$ cat src/rtl/hazard_unit.sv
// Pipeline tag tracker and load-use/multi-cycle interlock; tags reach fwd_rd one edge after ID/EX capture, fwd_rd2 one edge later.
// stall/bubble are combinational; HAZARD_MULDIV_EN adds a MULDIV_LAT-cycle EX occupancy interlock with a sticky flush-kill flag.
module hazard_unit #(
   parameter int MULDIV_LAT = 4
) (
   input  logic       clk,
   input  logic       rst_n,
   input  logic       id_valid,
   input  logic [4:0] id_rs,
   input  logic [4:0] id_rt,
   input  logic       id_uses_rt,
   input  logic [4:0] id_rd,
   input  logic       id_regwrite,
   input  logic       id_memread,
   input  logic       id_multicycle,
   input  logic       flush,
   output logic [4:0] fwd_rd,
   output logic       fwd_rd_vld,
   output logic [4:0] fwd_rd2,
   output logic       fwd_rd2_vld,
   output logic       stall,
   output logic       bubble
);

   typedef struct packed {
      logic [4:0] rd;
      logic       wr;
      logic       ld;
   } stage_t;

   stage_t idex_q, exmem_q, memwb_q;
   stage_t id_cap;
   logic   rs_hit, rt_hit, load_use;
   logic   busy, drain, killed;

   always_comb begin
      id_cap    = '0;
      id_cap.rd = id_rd;
      id_cap.wr = id_valid & id_regwrite & (id_rd != 5'd0);
      id_cap.ld = id_valid & id_memread;
   end

`ifdef HAZARD_MULDIV_EN
   logic [3:0] cnt_q;
   logic       kill_q;

   assign busy   = (cnt_q != 4'd0);
   assign killed = kill_q;
   // A killed instruction still sits in IF/ID once busy ends; retire it as a bubble.
   assign drain  = kill_q & ~busy;
`else
   logic unused_multicycle;
   localparam int unused_lat = MULDIV_LAT;

   assign unused_multicycle = id_multicycle;
   assign busy   = 1'b0;
   assign killed = 1'b0;
   assign drain  = 1'b0;
`endif

   assign rs_hit = (idex_q.rd == id_rs);
   assign rt_hit = (idex_q.rd == id_rt);

   always_comb begin
      load_use = id_valid & idex_q.ld & idex_q.wr & (rs_hit | (id_uses_rt & rt_hit))
               & ~flush & ~busy & ~killed;
      stall    = load_use | busy;
      bubble   = ~busy & (load_use | flush | drain);
   end

   always_ff @(posedge clk or negedge rst_n) begin
      if (!rst_n) begin
         idex_q  <= '0;
         exmem_q <= '0;
         memwb_q <= '0;
      end else if (busy) begin
         exmem_q <= '0;
         memwb_q <= exmem_q;
      end else begin
         idex_q  <= bubble ? stage_t'('0) : id_cap;
         exmem_q <= idex_q;
         memwb_q <= exmem_q;
      end
   end

`ifdef HAZARD_MULDIV_EN
   always_ff @(posedge clk or negedge rst_n) begin
      if (!rst_n) begin
         cnt_q  <= 4'd0;
         kill_q <= 1'b0;
      end else if (busy) begin
         cnt_q <= cnt_q - 4'd1;
         if (flush)
            kill_q <= 1'b1;
      end else begin
         kill_q <= 1'b0;
         cnt_q  <= (~bubble & id_valid & id_multicycle) ? 4'(MULDIV_LAT - 1) : 4'd0;
      end
   end
`endif

   assign fwd_rd      = exmem_q.rd;
   assign fwd_rd_vld  = exmem_q.wr;
   assign fwd_rd2     = memwb_q.rd;
   assign fwd_rd2_vld = memwb_q.wr;

endmodule
$ cat config.mk
export PLATFORM = sky130hd
export DESIGN_NAME = hazard_unit
export DESIGN_NICKNAME = d
export VERILOG_FILES = /design/src/rtl/hazard_unit.sv
export SDC_FILE = /design/constraint.sdc
export NUM_CORES = 1
export LEC_CHECK = 0
export ABC_CLOCK_PERIOD_IN_PS = 3600
export CORE_MARGIN = 5
export CORE_UTILIZATION = 30
export DETAILED_ROUTE_END_ITERATION = 7
export SLEW_MARGIN = 25
export SYNTH_ARGS = -nofsm -noshare
export SYNTH_HDL_FRONTEND = slang
export SYNTH_SLANG_ARGS = --single-unit
$ cat constraint.sdc
create_clock -name clk -period 3.6 [get_ports clk]
set_input_delay 0.36 -clock clk [delete_from_list [all_inputs] [get_ports clk]]
set_output_delay 0.36 -clock clk [all_outputs]
set_load 0.01 [all_outputs]
# --- After elaboration in Yosys (flattened, before gate mapping) ---
# Cells that the tools add are included.
op_classes:
  mux: 1
  n_eq_ne: 2
  n_bitwise: 11
  reduce_logical: 1
op_table:
  columns: ["cell", "count"]
  rows:
  - ["equality test 5 bit", 2]
  - ["AND 1 bit", 8]
  - ["2-to-1 mux 7 bit", 1]
  - ["nonzero test 5 bit", 1]
  - ["bitwise OR 1 bit", 2]
  - ["NOT 1 bit", 1]
totals:
  elab_cells: 22
  output_inout_bits: 14
  register_bits: 19

# --- Logic depth before layout (Yosys ltp) ---
logic_depth:
  ltp_word: 7
  mapped_depth: 5
  depth_no_buf: 5

# --- Least setup slack after synthesis ---
# Ideal clock, no wire load.
synth_path:
  path_kind: "reg2out"
  start: "reg idex_q[2] (netlist name)"
  end: "out stall"
  arrival_time_ns: 1.170
  path_stages_with_launch: 5
  path_slack_ns: 2.070
  required_time_ns: 3.240
  n_path_buf: 0
  cell_sequence: "dfrtp_1 xor2_1 nor4_2 a31oi_1 nor2_1"
synth_via:
  elab_chain_cells: 5
  elab_cells_between_ends: 6
synth_rtl:
  columns: ["item", "line_no", "source"]
  rows:
  - ["start, declared", "31", "stage_t idex_q, exmem_q, memwb_q;"]
  - ["start signal, assigned", "80", "idex_q <= bubble ? stage_t'('0) : id_cap;"]
  - ["equality test 5 bit", "62", "assign rt_hit = (idex_q.rd == id_rt);"]
  - ["AND 1 bit", "65", "load_use = id_valid & idex_q.ld & idex_q.wr & (rs_hit | (id_uses_rt & rt_hit))"]
  - ["bitwise OR 1 bit (*)", "65", null]
  - ["AND 1 bit (*)", "65", null]
  - ["AND 1 bit (*)", "66", "& ~flush & ~busy & ~killed;"]
  - ["end, declared", "21", "output logic stall,"]
# Mark *: on every way between the ends. The rest lies on a longest branch, timed or not.

# --- Worst setup path after layout ---
layout_path:
  start: "in id_valid"
  end: "out bubble"
layout_via:
  elab_chain_cells: 5
layout_rtl:
  columns: ["item", "line_no", "source"]
  rows:
  - ["start, declared", "8", "input logic id_valid,"]
  - ["AND 1 bit (3 in a row)", "65", null]
  - ["AND 1 bit", "66", null]
  - ["bitwise OR 1 bit", "68", "bubble = ~busy & (load_use | flush | drain);"]
  - ["end, declared", "22", "output logic bubble"]
# Every way passes these cells.

==> impl_metrics.csv <==
group,metric,value,unit
placement,dp_hpwl,1.14,mm
worst_setup_path,ff2ff_setup_slack,2090,ps
grt,grt_pass1_vias,554,
sta,worst_slew_pin_slew,794,ps
logic_synthesis,synthMuxAreaShare,0,%
worst_setup_path,timing.rr.start,"idex_q[6]$_DFF_PN0_",
worst_setup_path,worstSetupEndpointType,"output pin",
worst_setup_path,crit_type,"in -> out",
clock_tree,htreeDepth,1,
clock_tree,cts_resized,0,
placement,io_buffers,35,
die,die_y,58.2,µm
logic_synthesis,synth_xor_area_share,12.6,%
clock_tree,cts.hold.buffers_added,0,
worst_setup_path,reg2regPathDepth,5,
logic_synthesis,ys_warn_count,0,
final_layout,drive_above_1_share,6.98,%
power_and_ir_drop,power.density,359,mW/mm²
logic_synthesis,synthAdderAreaFrac,0,%
clock_tree,clkLatencyLatePin,290,ps
worst_setup_path,worstSetupStartpoint,"id_valid",
sta,drv_slew,0,
logic_synthesis,synth_cells,47,
worst_setup_path,r2r-end,"idex_q[5]$_DFF_PN0_",
die,initial_core_util,31.4,%
final_layout,final_util,50.1,%
power_and_ir_drop,power.leakage,0.478,nW
worst_setup_path,critPathArrivalTime,2170,ps
logic_synthesis,ys_ff_latch,19,
clock_tree,clock-sinks,19,
logic_synthesis,synthTopCellsByArea,"dfrtp_1, xor2_1, a311oi_4",
sta,hold_viol,0,
sta,grt_setup_unrepaired,"no",
clock_tree,cts_max_path_buffers,2,
logic_synthesis,synth_top_family_by_area,"XOR/XNOR gates",
die,die_w,58.2,µm
placement,gp_congestion,0.721,
final_layout,final_nets,110,
worst_setup_path,required,3240,ps
detailed_routing,dr_total_vias,480,
logic_synthesis,async_reset_ff_share,100,%
outcome,status,"finished, final reports clean",
detailed_routing,firstDrtPassIters,2,
run,maxCapViolCount,0,
min_path,hp-class,"reg -> reg",
worst_setup_path,cp-start-kind,"primary input",
worst_setup_path,cp-endpoint,"bubble",
logic_synthesis,yosys.area_share.simple,12.2,%
sta,hold_ws,381,ps
detailed_routing,via_per_inst,4.21,
die,io_pins,37,
sta,tns,0,ps
logic_synthesis,synth_edf_count,0,
logic_synthesis,synthFlopType,"dfrtp_1",
clock_tree,clkTransAtPathRegs,100,ps
die,die_area,0.00338,mm²
logic_synthesis,synth_top_cell_area_share,68.3,%
logic_synthesis,ys_types,15,
grt,antenna_found_initial,0,
final_layout,n_antenna_cell,0,
sta,fin_crit_sh,70.2,%
clock_tree,cts-buffers-inserted,3,
worst_setup_path,path_max_fanout,8,
logic_synthesis,synth-compound-area-share,6.29,%
logic_synthesis,synth_nets,70,
sta,slew_headroom,46.9,%
final_layout,area_growth,59.2,%
grt,gr-usage-all-layers,9.27,%
die,rows,17,
grt,grt_max_degree,20,
power_and_ir_drop,ir_drop,0.173,mV
logic_synthesis,syn_area,696,µm²
logic_synthesis,ys_seq_area_share,68.3,%
detailed_routing,detail-route-antenna-nets,0,
sta,fin_skew,3.11,ps
clock_tree,cts_root_buf,"clkbuf_4",
detailed_routing,drt_drc_violations_left,0,
sta,finalWorstPathRequiredPeriod,2530,ps
clock_tree,cts_tree,"built",
detailed_routing,drt-total-wl,1.44,mm
clock_tree,post_cts_buffers,0,
logic_synthesis,synth_top_area_cell,"dfrtp_1",
grt,grt_pass1_wl,2.31,mm
grt,overflow,0,
sta,clock.fmax,0.396,GHz
logic_synthesis,avgSynthCellArea,14.8,µm²
die,core,0.00221,mm²
sta,setup_viol,0,
detailed_routing,drt_iter0_drc,4,
detailed_routing,wl_per_cell,12.6,µm
## area by class of cell
class                   instances  area (µm²)
repair buffers                 35         350
multi-input cells              27         216
fillers                       206        1100
flip-flops and latches         19         475
clock buffers                   4        26.3
inverters                       1        3.75
well taps                      28        35.0
## cells in the mapped netlist (3+ instances only)
| library cell | n |
|---|---|
| xor2_1 | 7 |
| xnor2_1 | 3 |
| dfrtp_1 | 19 |
| and2_1 | 4 |
| nor2_1 | 4 |
## cell families after synthesis
group,count (synthesis)
DFF,19
xor gates and xnor gates,10
and+or+nand+nor,14
AOI/OAI and AO/OA,3
buffers and inverters,1
## critical path, cell delays in order
cell             delay [ps]
clkdlybuf4s50_1         490
nand3_1                 120
nor4_2                  450
a311oi_4                120
inv_1                    90
clkdlybuf4s50_1         530
## per-stage QoR
stage | instance area (µm²) | total power [mW] | std cells | setup slack, ps
3_3_place_gp | 1080 | 0.299 | 110 | 1100
2_1_floorplan | 696 | 0.253 | 47 | 2070
5_1_grt | 1110 | 0.417 | 114 | 957
6_report | 1110 | 0.398 | 114 | 1070
3_5_place_dp | 1080 | 0.299 | 110 | 1090
4_1_cts | 1110 | 0.405 | 114 | 1050
## how the worst min path moves through the flow
stage,start,cells after the start,endpoint,slack (ps)
after CTS,fwd_rd[2]$_DFF_PN0_,0,fwd_rd2[2]$_DFF_PN0_,380
after global routing,fwd_rd[1]$_DFF_PN0_,0,fwd_rd2[1]$_DFF_PN0_,390
final,fwd_rd[2]$_DFF_PN0_,0,fwd_rd2[2]$_DFF_PN0_,380
after detailed placement,fwd_rd[2]$_DFF_PN0_,0,fwd_rd2[2]$_DFF_PN0_,360
after floorplan,rst_n,0,fwd_rd2[0]$_DFF_PN0_,60
after global placement,fwd_rd_vld$_DFF_PN0_,0,fwd_rd2_vld$_DFF_PN0_,360
## cells in the final DEF (no fill, tap or decap)
cell             instances
a311oi_4                 1
a31oi_1                  1
and2_1                   4
and2_2                   1
and3_1                   1
clkbuf_1                 1
clkbuf_4                 3
clkdlybuf4s50_1         35
dfrtp_1                 19
inv_1                    1
nand3_1                  1
nand4_1                  1
nor2_1                   4
nor4_2                   1
o2111a_1                 1
or4_1                    1
xnor2_1                  3
xor2_1                   7
## state kept, by name, summed over array words and instances, names as in the netlist
signal and cells:
fwd_rd_vld 1, fwd_rd2 5, idex_q 7, fwd_rd 5
fwd_rd2_vld 1
## report_power, final
part / internal (mW) / leakage, nW / switching (mW) / total, mW
clock: 0.0432 / 0.0150 / 0.0604 / 0.104
sequential: 0.223 / 0.247 / 0.00565 / 0.229
combinational: 0.0409 / 0.215 / 0.0241 / 0.0650
total: 0.308 / 0.478 / 0.0901 / 0.398
## routing by layer
metal,global-route usage [%],up-vias,share of wire (%)
met5,0,-,0
met4,5.96,0,2.6
met3,3.12,5,11
met2,14.5,31,42
met1,10.8,210,45
li1,-,234,-
(Power assumes the default switching activity.)
==> edit (config.mk and constraints unchanged) <==
Build with the macro `HAZARD_MULDIV_EN` defined.
--- a/src/rtl/hazard_unit.sv
+++ b/src/rtl/hazard_unit.sv
@@ -1,5 +1,7 @@
 // Pipeline tag tracker and load-use/multi-cycle interlock; tags reach fwd_rd one edge after ID/EX capture, fwd_rd2 one edge later.
 // stall/bubble are combinational; HAZARD_MULDIV_EN adds a MULDIV_LAT-cycle EX occupancy interlock with a sticky flush-kill flag.
+`define HAZARD_MULDIV_EN
+
 module hazard_unit #(
    parameter int MULDIV_LAT = 4
 ) (
Function: changed (a bounded check fails within 4 cycles, from zero or initial values and one cycle with rst_n low).
==> edit against the unedited design <==
Wire length increased by 63%. Sequential power up 79%. Hold slack lost 380 ps. Sequential cell count grew 5. Count of clock-buffer cells in the layout fell by 1. Fmax is 14% lower. Combinational power increased to 6.2 times the old value. Register-to-register slack got worse by 280 ps. Cell area grew 38%. Area after synthesis grew 54%. Worst setup slack lost 400 ps. Total power rose to 2.5 times the old value.
==> edit: results (changes against the unedited design) <==
** Outcome
- Status: completed (unchanged).

** Placement
- The number of placed cells counting well taps was 170 (was 110).
- The half-perimeter wire length of the detailed placement result is 1872 µm (was 1136 µm).
- The number of buffer cells added on primary ports is 36 (was 35).
- Worst slack, placed :: 938.5 ps (was 1092 ps)
- The placement-stage cell area came to 1474 µm² (was 1081 µm²).

** Global route
- The wire length of the first global-routing pass is 3960 µm (was 2311 µm).
- Vias in the first global route :: 821 (was 554)
- GRT Resource Usage Total :: 10.17% (was 9.268%)

** Timing
- The worst relative slew slack came to 64.53% (was 46.93%).
- Post-route fraction of the period consumed by the critical path :: 81.33% (was 70.22%)
- Hold slack final :: 1.602 ps (was 381.5 ps)

** Synthesis
- The adder and majority cell fraction of the synthesized area came to 1.170% (was 0%).
- Sequential element share of the synthesized area :: 56.14% (was 68.35%)
- The number of nets in the synthesized netlist was 113 (was 70).
- Ranking of synthesized cells by area :: sky130_fd_sc_hd__dfrtp_1 56%, sky130_fd_sc_hd__xnor2_1 8.2%, sky130_fd_sc_hd__mux2i_1 4.7% (was sky130_fd_sc_hd__dfrtp_1 68%, sky130_fd_sc_hd__xor2_1 8.8%, sky130_fd_sc_hd__a311oi_4 3.8%)
- Fraction of post-synthesis cell area in the top cell type by area :: 56.14% (was 68.35%)
- The fraction of synthesized area in multiplexers is 4.678% (was 0%).
- Most numerous cell types in the synthesized netlist :: 24 x sky130_fd_sc_hd__dfrtp_1, 10 x sky130_fd_sc_hd__xnor2_1, 6 x sky130_fd_sc_hd__and2_1, 6 x sky130_fd_sc_hd__nand3_1, 6 x sky130_fd_sc_hd__nor3_1 (was 19 x sky130_fd_sc_hd__dfrtp_1, 7 x sky130_fd_sc_hd__xor2_1, 4 x sky130_fd_sc_hd__and2_1, 4 x sky130_fd_sc_hd__nor2_1, 3 x sky130_fd_sc_hd__xnor2_1)
- The xor and xnor area share after synthesis is 8.187% (was 12.59%).
- Post-synthesis compound-gate area fraction :: 7.836% (was 6.295%)
- Cells after synthesis :: 89 (was 47)

** Drt
- Number of search-and-repair iterations in the first detailed-routing pass :: 4 (was 2)
- The via-per-instance ratio is 4.563 (was 4.211).
- The final wirelength is 2345 µm (was 1435 µm).
- Vias :: 794 (was 480)

** Critical path
- The arrival time at the worst endpoint is 2570 ps (was 2170 ps).
- Critical path origin :: cnt_q[0] (was id_valid)
- Terminus of the critical flop-to-flop path :: idex_q[4] (was idex_q[5])
- Max FO, Critical Path :: 18 (was 8)
- Worst R2R Setup Slack :: 1810 ps (was 2090 ps)
- The worst reg-to-reg path cell count was 7 (was 5).

** CTS
- Clock-pin transition on the worst setup and hold timing paths :: 130 ps (was 100 ps)

** Layout
- Fillcell total :: 318 (was 206)
- The fraction of final layout cells sized beyond drive strength 1 was 8.594% (was 6.977%).
- Final layout net count :: 153 (was 110)

** Pwr
- The leakage dissipation was 0.0006527 µW (was 0.0004775 µW).
- Maximum VDD drop :: 276.0 µV (was 172.8 µV)

** Worst hold path
- Hold/Removal Path Class :: in2async (was reg2reg)
-- edit: cell count changes after synthesis, sizes merged, moves of 3 or more --
cell and change:
xor2 -7, xnor2 +7, nand3 +5, nor3 +7, o22ai +3, o21ai +3, mux2i +5, dfrtp +5
nand2 +5
-- edit: area by class of cell --
type	count	area (µm²)	area share (%)
Clock buffer	3	22.52	1.475
Clock inverter	1	30.03	1.967
Inverter	3	11.26	0.7377
Multi-Input combinational cell	60	441.7	28.93
Sequential cell	24	600.6	39.34
Tap cell	46	57.56	3.771
Timing Repair Buffer	37	362.8	23.77
-- edit: report_power, final --
group          leakage (µW)  switching, µW  internal (µW)
Combinational      0.000307            192            212
Clock             0.0000279           79.4            113
Sequential         0.000317           61.6            350
-- edit: metal layers --
metal / vias up / part of all wire (%) / track usage, % / wire, µm
li1: 390 / - / - / -
met4: 0 / 1.2 / 4.255 / 29
met3: 2 / 6.2 / 4.203 / 145
met1: 375 / 44 / 12.76 / 1035
met5: - / 0 / 0 / 0
met2: 27 / 48 / 15.36 / 1133
